## src/rtl/cr_kme_stall_fifo.sv

```systemverilog
// Single-clock valid/ack FIFO with programmable early stall, flush, occupancy/high-water
// reporting and an optional registered head stage that counts toward the capacity.
module cr_kme_stall_fifo #(
    parameter int DATA_SIZE   = 611,
    parameter int FIFO_DEPTH  = 4,
    parameter int STALL_AT    = 0,
    parameter int OVERRIDE_EN = 1,
    parameter int OUT_REG     = 0,
    localparam int CW         = $clog2(FIFO_DEPTH + 1)
) (
    input  logic                 clk,
    input  logic                 rst_n,
    input  logic [DATA_SIZE-1:0] fifo_in,
    input  logic                 fifo_in_valid,
    output logic                 fifo_in_stall,
    input  logic                 fifo_in_stall_override,
    input  logic                 fifo_clear,
    output logic [DATA_SIZE-1:0] fifo_out,
    output logic                 fifo_out_valid,
    input  logic                 fifo_out_ack,
    output logic [CW-1:0]        fifo_used_slots,
    output logic [CW-1:0]        fifo_free_slots,
    output logic [CW-1:0]        fifo_hwm,
    output logic                 fifo_overflow,
    output logic                 fifo_underflow
);

    // The head register holds one entry, so the array only needs the remainder.
    localparam int AD = FIFO_DEPTH - OUT_REG;
    localparam int PW = (AD > 1) ? $clog2(AD) : 1;
    localparam logic [CW-1:0] DEPTH_C = CW'(FIFO_DEPTH);

    logic [DATA_SIZE-1:0] mem [AD];
    logic [DATA_SIZE-1:0] arr_head;
    logic [PW-1:0]        wr_ptr_reg, rd_ptr_reg;
    logic [CW-1:0]        used_reg, used_next, hwm_reg;
    logic                 ovf_reg, udf_reg;
    logic                 head_valid, push, pop, arr_wr, arr_rd;

    function automatic logic [PW-1:0] ptr_inc(input logic [PW-1:0] p);
        return (p == PW'(AD - 1)) ? '0 : p + 1'b1;
    endfunction

    assign arr_head  = mem[rd_ptr_reg];
    assign pop       = head_valid & fifo_out_ack;
    // A full FIFO still accepts a write when the head leaves in the same cycle.
    assign push      = fifo_in_valid & ((used_reg != DEPTH_C) | pop);
    assign used_next = used_reg + CW'(push) - CW'(pop);

    generate
        if (OUT_REG != 0) begin : g_out_reg
            logic [DATA_SIZE-1:0] out_data_reg;
            logic                 out_valid_reg;
            logic                 head_free, arr_empty;

            assign arr_empty = (used_reg == CW'(out_valid_reg));
            assign head_free = ~out_valid_reg | pop;
            assign arr_rd    = head_free & ~arr_empty;
            // With nothing queued behind the head, the incoming word bypasses the array.
            assign arr_wr    = push & ~(head_free & arr_empty);

            always_ff @(posedge clk) begin
                if (!rst_n || fifo_clear) begin
                    out_data_reg  <= '0;
                    out_valid_reg <= 1'b0;
                end else if (head_free) begin
                    if (!arr_empty) begin
                        out_data_reg  <= arr_head;
                        out_valid_reg <= 1'b1;
                    end else if (push) begin
                        out_data_reg  <= fifo_in;
                        out_valid_reg <= 1'b1;
                    end else begin
                        out_valid_reg <= 1'b0;
                    end
                end
            end

            assign head_valid = out_valid_reg;
            assign fifo_out   = out_data_reg;
        end else begin : g_comb_out
            assign head_valid = (used_reg != '0);
            assign arr_rd     = pop;
            assign arr_wr     = push;
            assign fifo_out   = head_valid ? arr_head : '0;
        end
    endgenerate

    always_ff @(posedge clk) begin
        if (arr_wr && rst_n && !fifo_clear) begin
            mem[wr_ptr_reg] <= fifo_in;
        end
    end

    always_ff @(posedge clk) begin
        if (!rst_n || fifo_clear) begin
            wr_ptr_reg <= '0;
            rd_ptr_reg <= '0;
            used_reg   <= '0;
            hwm_reg    <= '0;
            ovf_reg    <= 1'b0;
            udf_reg    <= 1'b0;
        end else begin
            if (arr_wr) wr_ptr_reg <= ptr_inc(wr_ptr_reg);
            if (arr_rd) rd_ptr_reg <= ptr_inc(rd_ptr_reg);
            used_reg <= used_next;
            hwm_reg  <= (used_next > hwm_reg) ? used_next : hwm_reg;
            ovf_reg  <= fifo_in_valid & ~push;
            udf_reg  <= fifo_out_ack & ~head_valid;
        end
    end

    assign fifo_out_valid  = head_valid;
    assign fifo_used_slots = used_reg;
    assign fifo_free_slots = DEPTH_C - used_reg;
    assign fifo_hwm        = hwm_reg;
    assign fifo_overflow   = ovf_reg;
    assign fifo_underflow  = udf_reg;
    // Widened compare so STALL_AT near the top of the range cannot wrap.
    assign fifo_in_stall   = ({1'b0, fifo_free_slots} <= (CW + 1)'(STALL_AT))
                           | ((OVERRIDE_EN != 0) & fifo_in_stall_override);

endmodule

```

## config.mk

```make
export PLATFORM = sky130hd
export DESIGN_NAME = cr_kme_stall_fifo
export DESIGN_NICKNAME = d
export VERILOG_FILES = /design/src/rtl/cr_kme_stall_fifo.sv
export SDC_FILE = /design/constraint.sdc
export NUM_CORES = 2
export LEC_CHECK = 0
export ABC_AREA = 1
export ABC_CLOCK_PERIOD_IN_PS = 36000
export BUFFER_PORTS_ARGS = -buffer_cell sky130_fd_sc_hd__buf_4
export CAP_MARGIN = 5
export CORE_ASPECT_RATIO = 0.7
export CORE_MARGIN = 1.5
export CORE_UTILIZATION = 30
export CTS_CLUSTER_SIZE = 30
export DETAILED_ROUTE_END_ITERATION = 16
export HOLD_SLACK_MARGIN = 0.08
export MAX_ROUTING_LAYER = met4
export PLACE_DENSITY = 0.53
export REMOVE_ABC_BUFFERS = 1
export SLEW_MARGIN = 20
export SYNTH_ARGS = -nofsm -noshare
export SYNTH_HDL_FRONTEND = slang
export SYNTH_SLANG_ARGS = --single-unit
```

## constraint.sdc

```tcl
create_clock -name clk -period 36 [get_ports clk]
set_input_delay 10.8 -clock clk [delete_from_list [all_inputs] [get_ports clk]]
set_output_delay 10.8 -clock clk [all_outputs]
set_load 0.02 [all_outputs]
```

* After elaboration in Yosys (flattened, before gate mapping) *
Memory sizes are Yosys's and may differ from the RTL's. A register that Yosys moved wholly into a read port is not among the register bits.
Cells that the tools add are included.

cells by class
  add/subtract/negate cells = 5
  order comparisons = 2
  eq/ne operators = 3
  muxes and demuxes = 7
  bitwise gates (word level) = 8
  reduce and logical (&&, ||, !) cells = 6

operators by type and width
  kind                   number
  $mux W611              1
  $mux W2                4
  $add A2 B1 Y2 const B  2
  $and A1 B1 Y1          4
  $eq A2 B2 Y1 const B   2
  $add A3 B1 Y3          1
  $gt A3 B3 Y1           1
  $le A3 B1 Y1 const B   1
  $ne A3 B3 Y1 const B   1
  $reduce_bool A3 Y1     1
  $sub A3 B1 Y3          1
  $sub A3 B3 Y3 const A  1
  $logic_and A1 B1 Y1    2
  $logic_not A1 Y1       2
  $mux W1                2
  $not A1 Y1             2
  $or A1 B1 Y1           2
  $logic_or A1 B1 Y1     1

storage, ports and cells
  flip-flop bits (word level) = 12
  RAM bits = 2444
  input bits = 617
  output and inout bits = 624
  memories kept = 1

memory list
  name  words  bits a word  read ports  clocked after memory_dff  wr ports  RTL line  source
  mem   4      611          1           1                         1         33        logic [DATA_SIZE-1:0] mem [AD];

* Longest topological paths before layout *
  depth after elaboration = 8
  gate-level depth with buffers = 28

* Least setup slack after synthesis *
Ideal clock, no wire load.

  path type = in2reg
  start point = in rst_n
  end point = mem mem[0][0] (enable)
  library setup time = 1604 ps
  arrival = 36580 ps
  required time = 34396 ps
  setup slack = -2184 ps
  stages on the path = 4
  path buffers = 0
  cells stage by stage = inv_1 nor2_1 nand2_1 nor2_1

between the ends
  longest elaborated chain between the ends = 4

RTL lines
  element                           RTL line  source
  start: declaration                12        input logic rst_n,
  $logic_and A1 B1 Y1 (2 in a row)  90        if (arr_wr && rst_n && !fifo_clear) begin
  $mux W1                           90
  $mux W1 (not written as such)     91        mem[wr_ptr_reg] <= fifo_in;
  end: declaration                  33

Every way passes these cells.

* Worst setup path after layout *
  start point = in fifo_in_stall_override
  end point = out fifo_in_stall

between the ends
  longest elaborated chain between the ends = 1

RTL lines
  element             RTL line  source
  start: declaration  16        input logic fifo_in_stall_override,
  $or A1 B1 Y1        121       | ((OVERRIDE_EN != 0) & fifo_in_stall_override);
  end: declaration    15        output logic fifo_in_stall,

Every way passes these cells.

==> results.yml <==
worst_hold_path:
  holdPathStages: 2
  hp-start: "rd_ptr_reg[1]$_SDFFE_PP0N_"
  min_path_type: "reg2reg"
power_and_ir_drop:
  p_leak_nw: 40.5
  ir_worst_vdd_mv: 0.0469
  total_power_mw: 6.31
  p_per_area_mw_per_mm2: 54.3
floorplan:
  floorplan.initialDensity_pct: 30.2
  die_w_um: 675
  die-area_mm2: 0.319
  die_h_um: 473
  coreArea_mm2: 0.314
  ios: 1241
  num_rows: 172
placed_design:
  port-buffer-count: 1240
  dp_hpwl_um: 171000
  dpl.cell_count: 12300
  gp_congestion: 0.811
sta:
  finalCriticalPeriod_ns: 22.13
  tightest_slew_ns: 1.26
  fmaxAchievable_ghz: 0.0452
  finalHoldViolations: 0
  skew_ns: 0.0501
  finalSetupViolCount: 0
  period_share_pct: 61.5
  whs_ns: 0.511
  fin_setup_tns_ns: 0
  slew_violations: 0
  relSlewSlack_pct: 15.8
  rsz0062_at_grt: "false"
clocking:
  cts-resized-gates: 0
  clock_sinks: 2458
  cts_setup_buffers: 0
  h-tree-depth: 4
  cts_tree: "yes"
  cts_made_buffers: 244
  cts.clk_slew.worst_paths_ns: 0.06
  clk_path_buf_depth: 4
  clk_latency_ns: 0.90
  holdBufCountCts: 0
  cts-root-buf: "clkbuf_16"
logic_synthesis:
  avgSynthCellArea_um2: 13.0
  yosysUniqueCellTypes: 19
  ys_seq_area_share_pct: 77.7
  synth_seq_cells: 2458
  synth.cell_area_mm2: 0.0948
  ys_warn_count: 0
  synth_cells: 7313
finish:
  area_delta_synth_final_pct: 22.5
  layout-drive-gt1-share_pct: 19.6
  finalCoreUtilization_pct: 37.0
  largest_reg_flops: 2444
  final_cell_mix: "nor2_1, edfxtp_1, buf_4"
  layout_commonest_cell: "nor2_1"
  fin_nets: 9050
  largest_register: "mem"
  fillers: 29900
  fin_cells: 12900
critical_path:
  crit_path_start: "fifo_in_stall_override"
  critPathRequiredTime_ns: 25.20
  critPathCaptureType: "output port"
  worst_ep_arrival_time_ns: 11.33
  reg2reg_from: "fifo_used_slots[0]$_SDFF_PP0_"
  rrSetupSlack_ns: 27.97
  startpoint_type: "primary input"
  r2r_cells: 16
  criticalPathCategory: "in2out"
  crit_fanout: 1
drt:
  drt-pass1-iter-count: 9
  drc_errors: 0
  drt-total-wl_um: 284000
  dr_total_vias: 60500
  vias_per_cell: 4.70
  wire_per_inst_um: 22.1
  postRouteAntennaNets: 0
  drtIter0Drc: 4708
global_route:
  grt.overflow.total: 0
  grt.total_usage_pct: 17.4
  grt_pass1_wl_um: 403000
  grt_max_degree: 201
  grt_pass1_vias: 57300
  antenna_found_initial: 58
run_status:
  status: "finished, final reports clean"
run:
  drv_cap: 0
[logic make-up after synthesis]
family	synth area share [%]
buffers and inverters	2.45
flip-flops	77.7
adder cells (fa/ha/maj)	0.206
AND/OR/NAND/NOR	9.89
AO/OA/AOI/OAI	9.71
[cell type report]
| class | count | area [um^2] | share of cell area [%] |
|---|---|---|---|
| antenna | 64 | 160 | 0.138 |
| clock buffer | 295 | 6350 | 5.47 |
| clock inverter | 154 | 1530 | 1.32 |
| inverter | 31 | 131 | 0.113 |
| multi-input combinational | 4349 | 18800 | 16.2 |
| sequential | 2458 | 73700 | 63.5 |
| tap | 4176 | 5230 | 4.50 |
| timing repair buffer | 1334 | 10200 | 8.80 |
[Yosys cell counts]
cell / count / area (um^2)
dfxtp_1: 14 / 280
fa_1: 1 / 20.0
buf_4: 19 / 143
edfxtp_1: 2444 / 73400
o21ai_1: 580 / 2900
buf_2: 242 / 1210
or2_2: 1 / 6.26
inv_2: 2 / 7.51
a21oi_1: 611 / 3060
nand2_1: 23 / 86.3
inv_1: 29 / 109
nand3_1: 3 / 15.0
buf_1: 20 / 75.1
clkbuf_1: 188 / 706
nor2_1: 2469 / 9270
ha_1: 14 / 175
o21ai_0: 646 / 3230
buf_6: 6 / 67.6
o211a_1: 1 / 10.0
[where the power goes]
part | internal (mW) | switching, mW
combinational | 0.189 | 0.393
sequential | 3.19 | 0.00930
clock | 1.45 | 1.09
total | 4.82 | 1.49
[worst max-delay path: stages]
cell	delay, ns
buf_4	0.10
or2_2	0.26
buf_4	0.16
[per-layer routing]
metal,share of wire [%],GRT usage [%],up-vias
met1,42,22.1,29900
li1,-,-,28400
met3,8.1,4.80,368
met4,3.1,5.85,0
met2,47,27.0,1798
met5,0,-,-
[per-stage QoR]
step                      worst slack [ns]  area (um^2)
after floorplan                     -50.04        92600
after global placement               13.86       108000
after detailed placement             13.88       108000
after CTS                            13.87       116000
after global routing                 13.86       116000
final                                13.87       116000
[path summary, 6_finish.rpt]
check                                             end
worst min register to register                   flop
worst min-delay path                             flop
worst max register to register  mem[1][465]$_DFFE_PP_
worst max-delay path                    fifo_in_stall
(Power assumes the default switching activity.)
